**config.mk**
```make
export PLATFORM = sky130hd
export DESIGN_NAME = bios_arbiter
export DESIGN_NICKNAME = d
export VERILOG_FILES = /design/src/rtl/bios_arb_pkg.sv /design/src/rtl/bios_arbiter_rr_arb2.sv /design/src/rtl/bios_arbiter.sv
export SDC_FILE = /design/constraint.sdc
export NUM_CORES = 1
export LEC_CHECK = 0
export BUFFER_PORTS_ARGS = -buffer_cell sky130_fd_sc_hd__buf_2
export CORE_MARGIN = 2
export CORE_UTILIZATION = 40
export DETAILED_ROUTE_END_ITERATION = 8
export GPL_ROUTABILITY_DRIVEN = 0
export GPL_TIMING_DRIVEN = 0
export PLACE_DENSITY_LB_ADDON = 0.2
export SLEW_MARGIN = 20
export SYNTH_ARGS = -nofsm -noshare
export SYNTH_HDL_FRONTEND = slang
export SYNTH_SLANG_ARGS = --single-unit
```
**constraint.sdc**
```tcl
create_clock -name clk -period 2.9 [get_ports clk]
set_input_delay 0.29 -clock clk [delete_from_list [all_inputs] [get_ports clk]]
set_output_delay 0.29 -clock clk [all_outputs]
set_load 0.02 [all_outputs]
```
**src/rtl/bios_arb_pkg.sv**
```systemverilog
// bios_arb_pkg: shared state, grant ids and byte alignment for the BIOS ROM arbiter
package bios_arb_pkg;
  typedef enum logic [1:0] {
    IDLE = 2'd0,
    READ = 2'd1,
    CAPT = 2'd2,
    RESP = 2'd3
  } state_t;
  localparam logic GNT_IF = 1'b0;
  localparam logic GNT_LD = 1'b1;
  function automatic logic [31:0] byte_align(input logic [31:0] word, input logic [1:0] offset);
    byte_align = word >> {offset, 3'b000};
  endfunction
endpackage

```
**src/rtl/bios_arbiter_rr_arb2.sv**
```systemverilog
// rr_arb2: combinational two-input round-robin arbiter
module rr_arb2 (
  input  logic [1:0] valid,
  input  logic       last_grant,
  input  logic       en,
  output logic [1:0] grant,
  output logic       winner
);
  assign winner = &valid ? ~last_grant : valid[1];
  assign grant  = (en && |valid) ? (winner ? 2'b10 : 2'b01) : 2'b00;
endmodule

```
**src/rtl/bios_arbiter.sv**
```systemverilog
// bios_arbiter: round-robin sharing of the BIOS ROM read port between IF and LD
module bios_arbiter
  import bios_arb_pkg::*;
#(
  parameter int ADDR_W = 13,
  parameter int DATA_W = 32
) (
  input  logic              clk,
  input  logic              rst_n,
  input  logic              if_req_valid,
  output logic              if_req_ready,
  input  logic [ADDR_W-1:0] if_req_addr,
  output logic              if_resp_valid,
  input  logic              if_resp_ready,
  output logic [DATA_W-1:0] if_resp_data,
  input  logic              ld_req_valid,
  output logic              ld_req_ready,
  input  logic [ADDR_W-1:0] ld_req_addr,
  output logic              ld_resp_valid,
  input  logic              ld_resp_ready,
  output logic [DATA_W-1:0] ld_resp_data,
  output logic              mem_en,
  output logic [ADDR_W-3:0] mem_addr,
  input  logic [DATA_W-1:0] mem_rdata,
  output logic              busy
);
  state_t            state, state_nx;
  logic [ADDR_W-1:0] addr_q;
  logic [DATA_W-1:0] resp_q;
  logic              gnt_q, last_grant, winner, accept, resp_hs;
  logic [1:0]        grant;
  rr_arb2 u_arb (
    .valid      ({ld_req_valid, if_req_valid}),
    .last_grant (last_grant),
    .en         (state == IDLE),
    .grant      (grant),
    .winner     (winner)
  );
  assign accept  = |grant;
  assign resp_hs = gnt_q == GNT_LD ? ld_resp_ready : if_resp_ready;
  always_ff @(posedge clk or negedge rst_n)
    if (!rst_n) state <= IDLE;
    else state <= state_nx;
  always_comb begin
    state_nx = state == IDLE ? (accept ? READ : IDLE) :
               state == READ ? CAPT :
               state == CAPT ? RESP :
               (resp_hs ? IDLE : RESP);
  end
  always_ff @(posedge clk or negedge rst_n)
    if (!rst_n) begin
      addr_q     <= '0;
      gnt_q      <= GNT_IF;
      last_grant <= GNT_LD;
      resp_q     <= '0;
    end else begin
      if (accept) begin
        addr_q     <= winner == GNT_LD ? ld_req_addr : if_req_addr;
        gnt_q      <= winner;
        last_grant <= winner;
      end
      if (state == CAPT) resp_q <= byte_align(mem_rdata, addr_q[1:0]);
    end
  always_comb begin
    if_req_ready  = grant[0];
    ld_req_ready  = grant[1];
    mem_en        = state == READ;
    mem_addr      = state == READ ? addr_q[ADDR_W-1:2] : '0;
    if_resp_valid = state == RESP && gnt_q == GNT_IF;
    ld_resp_valid = state == RESP && gnt_q == GNT_LD;
    busy          = state != IDLE;
  end
  assign if_resp_data = resp_q;
  assign ld_resp_data = resp_q;
endmodule

```
==> out/metrics.cfg, run 1 <==
[detailed_routing]
highest_layer = met4
routed_wl_microns = 7077
detail-route-antenna-nets = 0
first_pass_iters = 5
avgViaCountPerCell = 4.929
wl_met3_microns = 465
wire_per_inst_microns = 14.74
wl_met1_microns = 3051
routed-via-count = 2366
drt_iter0_drc = 112
drc = 0
wl_met2_microns = 3528

[floorplan]
num_rows = 30
dieWidth_microns = 86.58
pin_count = 145
start_util_pct = 40.82
core_area_sq_um = 6681
die_h_microns = 86.58
dieArea_sq_um = 7495

[sta]
slew_headroom_pct = 57.74
rsz0062_at_grt = false
clock.fmax_mhz = 471.8
whs_ns = -0.003320
tightest_slew_ns = 0.6339
slew_viol_final = 0
hold_violations = 5
fin_crit_ns = 2.120
setup_violations = 0
skew_ns = 0.005827
period_share_pct = 73.09
setup_tns_ns = 0

[logic_synthesis]
synth_area_leaders = dfrtp_1 (44%), mux2i_1 (8.8%), buf_4 (8.8%)
avgSynthCellArea_sq_um = 11.00
yosysSeqAreaShare_pct = 45.00
synthDominantCellAreaShare_pct = 44.04
yosys.area.top_type = dfrtp_1
synth_cell_types = 32
synthCells = 248
yosys_warnings = 0
syn-cell-area_sq_um = 2728
synth_seq_cells = 49
synthesis.nets = 312

[worst_setup_path]
reg2reg_to = if_resp_data[3]
crit_end = if_req_ready
startpoint = state[1]
r2r_start = state[0]
reg2reg_setup_slack_ns = 1.23
path_depth = 6
crit_top_cell = buf_2
cp_slowest_cell = dfrtp_1
cp.required_ns = 2.61
arrival_ns = 1.83
crit_family = buffers and inverters
path_buf_inv = 3
max_stage_delay_ns = 0.36
path_class = reg2out
r2r_cells = 5
startpoint_type = register
path_cells = buf_2 > nor2_1 > o21ai_2 > buf_2 > nor2b_1 > buf_2
endpoint_kind = primary output
crit_fanout = 10

[pwr]
peakVddDrop_mv = 0.4457
leakagePower_nw = 2.030
power_mw = 4.148
power_density_nw_per_um2 = 1130

[clock_network]
cts_tree = built
clock_path_buffers = 2
cts.sinks = 49
cts_buffers = 5
cts_hold_buf = 0
cts_htree_levels = 2
cts-root-buf = clkbuf_8
cts_setup_buffers = 0
insertion_delay_ns = 0.30
cts.repair.resized = 0
cts.clk_slew.worst_paths_ns = 0.09

[status]
status = complete, but fails checks
violations = negative hold slack

[flow_run]
maxCapViolations = 0

[grt]
gr-usage-all-layers_pct = 18.60
grt_overflow = 0
grt_antenna_before_repair = 0
grt_max_degree = 50
grt_pass1_vias = 2208
grt_pass1_wl_microns = 10910

[place]
placed_cells = 472
io_buffers = 144
place_area_sq_um = 3551
dpl.hpwl_microns = 5325

[cells_and_area]
final_net_count = 463
syn2layout_area_growth_pct = 34.59
antenna_cells = 0
layout_common_cells = buf_2 (149), dfrtp_1 (48), buf_4 (33)
layout-drive-gt1-share_pct = 56.25
final_cells = 480
design_area_sq_um = 3671
layout_commonest_cell = buf_2

[hold_path]
holdCritPathClass = in2async

## synth_stat cells
cell and number:
buf_6 1, a21bo_2 1, a21o_1 1, nor3_1 1, mux2i_1 24, o22a_1 1
and2_1 11, a2bb2oi_1 7, nand2_1 27, a21oi_1 1, buf_4 32, and3_1 1
o221ai_1 8, buf_8 1, a21bo_1 1, nand2b_1 1, o21ai_0 16, mux2_4 8
inv_1 1, or2_2 2, a22o_1 8, nand3b_1 1, nor2_1 3, nor3_2 1
dfstp_2 1, buf_2 6, nor2b_1 4, a31oi_1 1, o21ai_2 1, dfrtp_1 48
mux2_2 19, clkbuf_1 9
## routing by layer
metal | up-vias | GRT usage, %
li1 | 1141 | -
met1 | 1121 | 23.90
met2 | 100 | 32.52
met3 | 4 | 2.952
met4 | 0 | 5.114
met5 | - | 0
## how the worst min path moves through the flow
| stage | from | to | slack (ns) | cells after the start |
|---|---|---|---|---|
| 2_1_floorplan | rst_n | addr_q[0] | -0.006 | 0 |
| 3_3_place_gp | if_req_valid | last_grant | 0.48 | 2 |
| 3_5_place_dp | rst_n | if_resp_data[15] | 0.35 | 1 |
| 4_1_cts | rst_n | if_resp_data[15] | 0.02 | 1 |
| 5_1_grt | rst_n | if_resp_data[12] | 0.05 | 1 |
| 6_report | rst_n | if_resp_data[15] | -0.003 | 1 |
## per-stage QoR
step	util [%]	setup slack [ns]
after CTS	54.94	0.7477
final	54.94	0.7803
after detailed placement	53.15	1.106
after global routing	54.94	0.6212
after floorplan	-	1.215
after global placement	53.11	1.122
## cell families after synthesis
logic type	synth area share (%)
simple gates	9.312
mux	21.06
buf+inv	12.25
flops	45.00
compound gates	12.39
## where the power goes
group          switching (mW)  internal (mW)  total [mW]
Clock                   0.237          0.281       0.518
Sequential              0.211          0.995        1.21
Combinational            1.36           1.06        2.42
Total                    1.81           2.34        4.15
## registers in the layout, indices dropped and copies added (netlist names)
signal        count
gnt_q             1
state             2
if_resp_data     32
last_grant        1
addr_q           13
## final cells by class
cell class / instances / area, sq um
clock buffer: 6 / 82.58
buffer: 49 / 330.3
fill: 630 / 3010
inverter: 1 / 3.754
multi-input combinational: 149 / 1166
sequential: 49 / 1227
clock inverter: 2 / 37.54
tap: 80 / 100.1
timing repair buffer: 144 / 723.2
Power figures use the tool's default switching activity.
==> run 2: changes to the inputs <==
--- a/config.mk
+++ b/config.mk
@@ -5,6 +5,7 @@
 export SDC_FILE = /design/constraint.sdc
 export NUM_CORES = 1
 export LEC_CHECK = 0
+export ABC_AREA = 1
 export BUFFER_PORTS_ARGS = -buffer_cell sky130_fd_sc_hd__buf_2
 export CORE_MARGIN = 2
 export CORE_UTILIZATION = 40
==> constraint.sdc (replaced) <==
create_clock -name clk -period 2.2 [get_ports clk]
set_input_delay 0.22 -clock clk [delete_from_list [all_inputs] [get_ports clk]]
set_output_delay 0.22 -clock clk [all_outputs]
set_load 0.02 [all_outputs]
==> run 2 against run 1 <==
  * The run now ends clean
  * Hold slack improved by 0.21 ns
  * Synthesized area increased by 13%
  * Highest routed layer unchanged
  * Sequential power increased by 36%
  * Largest cell class is now multi-input gates
==> out/metrics.cfg, run 2 <==
[sta]
layout_setup_ws_ns = 0.3595  ; was 0.7803 ns
rsz0062_at_grt = false  ; unchanged
hold_violations = 0  ; was 5
slew_headroom_pct = 57.84  ; was 57.74%
clock.fmax_mhz = 543.3
period_share_pct = 83.66
fin_crit_ns = 1.841
skew_ns = 0.01245  ; was 0.005827 ns
setup_tns_ns = 0  ; unchanged
tightest_slew_ns = 0.6324  ; was 0.6339 ns
slew_viol_final = 0  ; unchanged
setup_violations = 0  ; unchanged

[logic_synthesis]
synthTopCellsByCount = nand2_1 (209), inv_1 (51), dfrtp_1 (48)  ; was dfrtp_1 (48), buf_4 (32), nand2_1 (27)
synthDominantCellAreaShare_pct = 38.83  ; was 44.04%
synth.most_common_cell = nand2_1  ; was dfrtp_1
yosysSeqAreaShare_pct = 39.68  ; was 45.00%
synthesis.nets = 510  ; was 312
synth_compound_area_share_pct = 0.1618  ; was 12.39%
synthXorXnorAreaFrac_pct = 0  ; unchanged
avgSynthCellArea_sq_um = 6.935  ; was 11.00 sq um
syn-cell-area_sq_um = 3093  ; was 2728 sq um
synth_area_leaders = dfrtp_1 (39%), nand2_1 (25%), buf_4 (8.0%)  ; was dfrtp_1 (44%), mux2i_1 (8.8%), buf_4 (8.8%)
yosys_warnings = 0  ; unchanged
synth_seq_cells = 49  ; unchanged
synthCells = 446  ; was 248
synth_cell_types = 20  ; was 32
synth_fa_ha_area_share_pct = 0  ; unchanged
async_flop_share_pct = 100.0  ; unchanged
yosys.area.top_type = dfrtp_1  ; unchanged
muxShareOfSynthArea_pct = 0  ; was 21.06%
synth_top_family_by_area = simple AND/OR/NAND/NOR gates  ; was multiplexers
synth_edf_count = 0  ; unchanged
ys.flop_type = dfrtp_1  ; unchanged
yosys.area_share.simple_pct = 40.82  ; was 9.312%

[floorplan]
dieArea_sq_um = 8452  ; was 7495 sq um
pin_count = 145  ; unchanged
core_area_sq_um = 7607  ; was 6681 sq um
die_h_microns = 91.94  ; was 86.58 microns
num_rows = 32  ; was 30
dieWidth_microns = 91.94  ; was 86.58 microns
start_util_pct = 40.66  ; was 40.82%

[place]
place_area_sq_um = 3941  ; was 3551 sq um
dpl.hpwl_microns = 6034  ; was 5325 microns
placed_cells = 692  ; was 472
io_buffers = 144  ; unchanged
post-place-ws_ns = 0.6801  ; was 1.106 ns

[detailed_routing]
detail-route-antenna-nets = 0  ; unchanged
drt_iter0_drc = 128  ; was 112
drc = 0  ; unchanged
wire_per_inst_microns = 11.09  ; was 14.74 microns
routed_wl_microns = 7775  ; was 7077 microns
first_pass_iters = 4  ; was 5
avgViaCountPerCell = 4.361  ; was 4.929
routed-via-count = 3057  ; was 2,366

[clock_network]
cts_tree = built  ; unchanged
cts.clk_slew.worst_paths_ns = 0.09  ; about the same
cts-root-buf = clkbuf_8  ; unchanged
cts_htree_levels = 2  ; unchanged
cts.repair.resized = 0  ; unchanged
cts.sinks = 49  ; unchanged
insertion_delay_ns = 0.30  ; about the same
cts_buffers = 5  ; unchanged
clock_path_buffers = 2  ; unchanged
cts_setup_buffers = 0  ; unchanged

[pwr]
switchingPower_mw = 2.893  ; was 1.812 mW
seq_power_share_pct = 27.8  ; was 29.1%
internal_power_mw = 3.002  ; was 2.336 mW
leakagePower_nw = 2.637  ; was 2.030 nW
clkPwrFrac_pct = 9.5  ; was 12.5%
p_comb_share_pct = 62.7  ; was 58.4%
swShare_pct = 49.08  ; was 43.68%
peakVddDrop_mv = 0.5449  ; was 0.4457 mV
power_density_nw_per_um2 = 1458  ; was 1130 nW/um^2

[grt]
gr-usage-all-layers_pct = 18.64  ; was 18.60%
grt_overflow = 0  ; unchanged
grt_pass1_wl_microns = 12760  ; was 10,910 microns
grt_pass1_vias = 2779  ; was 2,208
grt_max_degree = 50  ; unchanged
grt_antenna_before_repair = 0  ; unchanged

[hold_path]
holdCritPathClass = in2reg  ; was in2async

[cells_and_area]
fin_util_pct = 53.16  ; was 54.94%
antenna_cells = 0  ; unchanged
syn2layout_area_growth_pct = 30.74  ; was 34.59%
layout-drive-gt1-share_pct = 37.90  ; was 56.25%
final_net_count = 662  ; was 463
design_area_sq_um = 4044  ; was 3671 sq um
layout_common_cells = nand2_1 (209), buf_2 (154), inv_1 (51)  ; was buf_2 (149), dfrtp_1 (48), buf_4 (33)
final_cells = 701  ; was 480
layout_commonest_cell = nand2_1  ; was buf_2
largest_register_ffs = 32  ; unchanged

[worst_setup_path]
crit_family = flip-flops  ; was buffers and inverters
path_cells = nand2_1 > nand2_1 > buf_4 > inv_1 > nor2_2 > buf_2  ; was buf_2 > nor2_1 > o21ai_2 > buf_2 > nor2b_1 > buf_2
endpoint_kind = primary output  ; unchanged
crit_fanout = 10  ; unchanged
cp_slowest_cell = dfstp_2  ; was dfrtp_1
path_buf_inv = 3  ; unchanged
path_class = reg2out  ; unchanged
cp.required_ns = 1.98  ; was 2.61 ns
startpoint_type = register  ; unchanged
max_stage_delay_ns = 0.54  ; was 0.36 ns
arrival_ns = 1.62  ; was 1.83 ns
reg2reg_setup_slack_ns = 0.90  ; was 1.23 ns
crit_top_cell = nand2_1  ; was buf_2

[flow_run]
maxCapViolations = 0  ; unchanged

[status]
status = finished clean  ; was complete, but fails checks

run 2: power by group through the flow:
stage / sequential (mW) / clock (mW) / combinational (mW)
after CTS: 1.65 / 0.570 / 3.74
after global placement: 1.64 / 0 / 3.68
after floorplan: 1.92 / 0 / 2.38
after global routing: 1.70 / 0.604 / 4.08
final: 1.64 / 0.557 / 3.70
after detailed placement: 1.66 / 0 / 3.72
run 2: cells by family (layout without fill, tap and decap cells):
logic type | Yosys count | in the layout
flip-flops | 49 | 49
buffers and inverters | 107 | 260
AO/OA/AOI/OAI | 1 | 1
AND/OR/NAND/NOR | 289 | 289
run 2: worst min-delay path: stages:
cell	delay [ns]
buf_2	0.07
inv_1	0.03
nand2_1	0.05
nand3_1	0.05
nand2_1	0.05
run 2: final cells by class:
cell class / count / area (sq um)
Buffer: 51 / 382.9
Sequential cell: 49 / 1227
Tap cell: 102 / 127.6
Multi-Input combinational cell: 290 / 1267
Timing Repair Buffer: 145 / 733.2
Fill cell: 779 / 3563
Clock buffer: 8 / 90.09
Inverter: 56 / 215.2
run 2: final timing paths:
kind	depth (start not counted)	end	start
worst max register to register	6	addr_q[10]	last_grant
min in group asynchronous	2	if_resp_data[7]	rst_n
worst min register to register	2	last_grant	last_grant
max in group asynchronous	2	if_resp_data[20]	rst_n
worst min-delay path	5	addr_q[8]	if_req_addr[8]
worst max-delay path	6	if_req_ready	last_grant
run 2: what timing repair did:
item / CTS / global route
endpoints found under the setup margin: 0 / 0
hold endpoints to repair: 0 / 40
hold buffers: 0 / 1
run 2: metrics by stage:
step	total power, mW	hold WS [ns]
after CTS	5.954	0.1710
after global routing	6.384	0.2279
after detailed placement	5.388	0.4559
after global placement	5.324	0.4531
after floorplan	4.303	-0.07559
final	5.895	0.2079
run 2: routing by layer:
metal | vias up | part of all wire (%) | global-route usage [%]
met5 | - | 0 | 0
met4 | 0 | 0.99 | 5.348
met3 | 5 | 7.4 | 3.533
met2 | 122 | 47 | 32.54
met1 | 1334 | 44 | 23.53
li1 | 1596 | - | -
==> run 3: changes to the inputs <==
==> constraint.sdc (replaced) <==
create_clock -name clk -period 1.7 [get_ports clk]
set_input_delay 0.17 -clock clk [delete_from_list [all_inputs] [get_ports clk]]
set_output_delay 0.17 -clock clk [all_outputs]
set_load 0.02 [all_outputs]
==> run 3 against run 2 <==
  * Global-route usage hardly changed
  * Die area stayed put
  * Register-to-register slack worse by 0.50 ns
  * Combinational power is 34% higher
  * Via count is 1.4% higher
  * Critical endpoint unchanged
  * Hold slack worse by 0.047 ns
==> out/metrics.cfg, run 3 (synthesized netlist as in run 2, its figures left out) <==
[worst_setup_path]
startpoint_type = register  ; unchanged
crit_family = flip-flops  ; unchanged
path_depth = 6  ; unchanged
crit_fanout = 10  ; unchanged
path_buf_inv = 3  ; unchanged
r2r_cells = 8  ; was 6
cp.required_ns = 1.53  ; was 1.98 ns
r2r_start = state[1]  ; was last_grant
path_cells = nand2_2 > nand2_2 > buf_6 > inv_1 > nor2_4 > buf_6  ; was nand2_1 > nand2_1 > buf_4 > inv_1 > nor2_2 > buf_2
endpoint_kind = primary output  ; unchanged
path_class = reg2out  ; unchanged
startpoint = last_grant  ; unchanged
arrival_ns = 1.44  ; was 1.62 ns
cp_slowest_cell = dfstp_2  ; unchanged
max_stage_delay_ns = 0.55  ; was 0.54 ns

[detailed_routing]
detail-route-antenna-nets = 0  ; unchanged
first_pass_iters = 4  ; unchanged
avgViaCountPerCell = 4.383  ; was 4.361
drc = 0  ; unchanged
routed-via-count = 3099  ; was 3,057
wire_per_inst_microns = 11.28  ; was 11.09 microns
drt_iter0_drc = 111  ; was 128
routed_wl_microns = 7975  ; was 7775 microns

[cells_and_area]
fillers = 766  ; was 779
layout-drive-gt1-share_pct = 39.17  ; was 37.90%
layout_commonest_cell = nand2_1  ; unchanged
fin_util_pct = 54.23  ; was 53.16%
syn2layout_area_growth_pct = 33.37  ; was 30.74%
largest_register_ffs = 32  ; unchanged
layout_common_cells = nand2_1 (207), buf_2 (149), inv_1 (51)  ; was nand2_1 (209), buf_2 (154), inv_1 (51)
final_net_count = 668  ; was 662
antenna_cells = 0  ; unchanged

[pwr]
switchingPower_mw = 3.784  ; was 2.893 mW
swShare_pct = 48.57  ; was 49.08%
seq_power_share_pct = 27.3  ; was 27.8%
peakVddDrop_mv = 0.6998  ; was 0.5449 mV
leakagePower_nw = 2.670  ; was 2.637 nW
clkPwrFrac_pct = 9.2  ; was 9.5%
internal_power_mw = 4.008  ; was 3.002 mW
power_density_nw_per_um2 = 1889  ; was 1458 nW/um^2
p_comb_share_pct = 63.5  ; was 62.7%

[floorplan]
core_area_sq_um = 7607  ; unchanged
dieArea_sq_um = 8452  ; unchanged
num_rows = 32  ; unchanged
die_h_microns = 91.94  ; unchanged
pin_count = 145  ; unchanged
start_util_pct = 40.66  ; unchanged
dieWidth_microns = 91.94  ; unchanged

[sta]
period_share_pct = 94.81
layout_setup_ws_ns = 0.08815  ; was 0.3595 ns
slew_headroom_pct = 57.94  ; was 57.84%
tightest_slew_ns = 0.6309  ; was 0.6324 ns
setup_violations = 0  ; unchanged
fin_crit_ns = 1.612
skew_ns = 0.01213  ; was 0.01245 ns
clock.fmax_mhz = 620.4
hold_violations = 0  ; unchanged
slew_viol_final = 0  ; unchanged

[clock_network]
cts.sinks = 49  ; unchanged
cts-root-buf = clkbuf_8  ; unchanged
cts_tree = built  ; unchanged
insertion_delay_ns = 0.30  ; about the same
cts_buffers = 5  ; unchanged
cts_htree_levels = 2  ; unchanged
cts.clk_slew.worst_paths_ns = 0.08  ; was 0.09 ns
clock_path_buffers = 2  ; unchanged

[place]
post-place-ws_ns = 0.2301  ; was 0.6801 ns
io_buffers = 144  ; unchanged
dpl.hpwl_microns = 6034  ; unchanged

[grt]
grt_antenna_before_repair = 0  ; unchanged
grt_max_degree = 50  ; unchanged
gr-usage-all-layers_pct = 18.62  ; was 18.64%
grt_pass1_vias = 2784  ; was 2,779
grtUsageMet3_pct = 3.533  ; unchanged
use_met2_pct = 32.48  ; was 32.54%
use_met1_pct = 23.53  ; unchanged
grt_pass1_wl_microns = 12750  ; was 12,760 microns
gr-max-usage-layer = met2  ; unchanged
grt_overflow = 0  ; unchanged

[flow_run]
maxCapViolations = 0  ; unchanged

[hold_path]
holdCritPathClass = in2reg  ; unchanged
worstHoldPathCells = 5  ; unchanged
hold_start = if_req_addr[8]  ; unchanged

[status]
status = finished clean  ; unchanged

-- run 3: metal layers --
| metal | routed length (microns) | vias to the layer above |
|---|---|---|
| met3 | 639 | 7 |
| met5 | 0 | - |
| met1 | 3381 | 1351 |
| met4 | 93 | 0 |
| met2 | 3860 | 136 |
| li1 | - | 1605 |
-- run 3: final timing paths --
kind                                   end  slack, ns
min                              addr_q[8]       0.16
max reg2reg                      addr_q[2]       0.40
min in group asynchronous  if_resp_data[7]       0.41
max                           if_req_ready       0.09
min reg2reg                     last_grant       0.47
max in group asynchronous         state[1]       0.80
-- run 3: repair_timing --
item / in CTS / in global routing
buffers inserted: 1 / 5
pin swaps: 1 / 1
hold buffers: 0 / 1
endpoints found under the setup margin: 3 / 10
gates resized for setup: 3 / 11
endpoints found under the hold margin: 0 / 48
-- run 3: cell type report --
cell class / instances / area, sq um / area share (%)
clock buffers: 8 / 90.09 / 2.184
well taps: 102 / 127.6 / 3.094
plain buffers: 51 / 389.1 / 9.433
multi-input cells: 290 / 1280 / 31.03
repair buffers: 151 / 792.0 / 19.20
flip-flops and latches: 49 / 1229 / 29.78
inverters: 56 / 217.7 / 5.278
-- run 3: worst reg2reg max path: stages, from the launching register on --
cell,delay [ns]
dfrtp_2,0.44
inv_2,0.08
nand2_4,0.08
nor2_8,0.15
buf_4,0.13
buf_4,0.10
buf_6,0.12
nand3_1,0.08
nand2_1,0.07
-- run 3: stage by stage --
stage	total power, mW	instance area [sq um]	TNS, ns	hold slack (ns)	cells
2_1_floorplan	5.568	3093	0	-0.1256	446
3_3_place_gp	6.890	3941	0	0.4345	692
3_5_place_dp	6.972	3941	0	0.4456	692
4_1_cts	7.722	4045	0	0.1209	701
5_1_grt	8.429	4125	-0.005351	0.1779	707
6_report	7.792	4125	0	0.1613	707
-- run 3: power by group through the flow --
| stage | Clock (mW) | Combinational (mW) | Sequential [mW] |
|---|---|---|---|
| after global placement | 0 | 4.76 | 2.13 |
| final | 0.718 | 4.95 | 2.13 |
| after CTS | 0.737 | 4.85 | 2.13 |
| after detailed placement | 0 | 4.82 | 2.15 |
| after floorplan | 0 | 3.09 | 2.48 |
| after global routing | 0.782 | 5.44 | 2.21 |
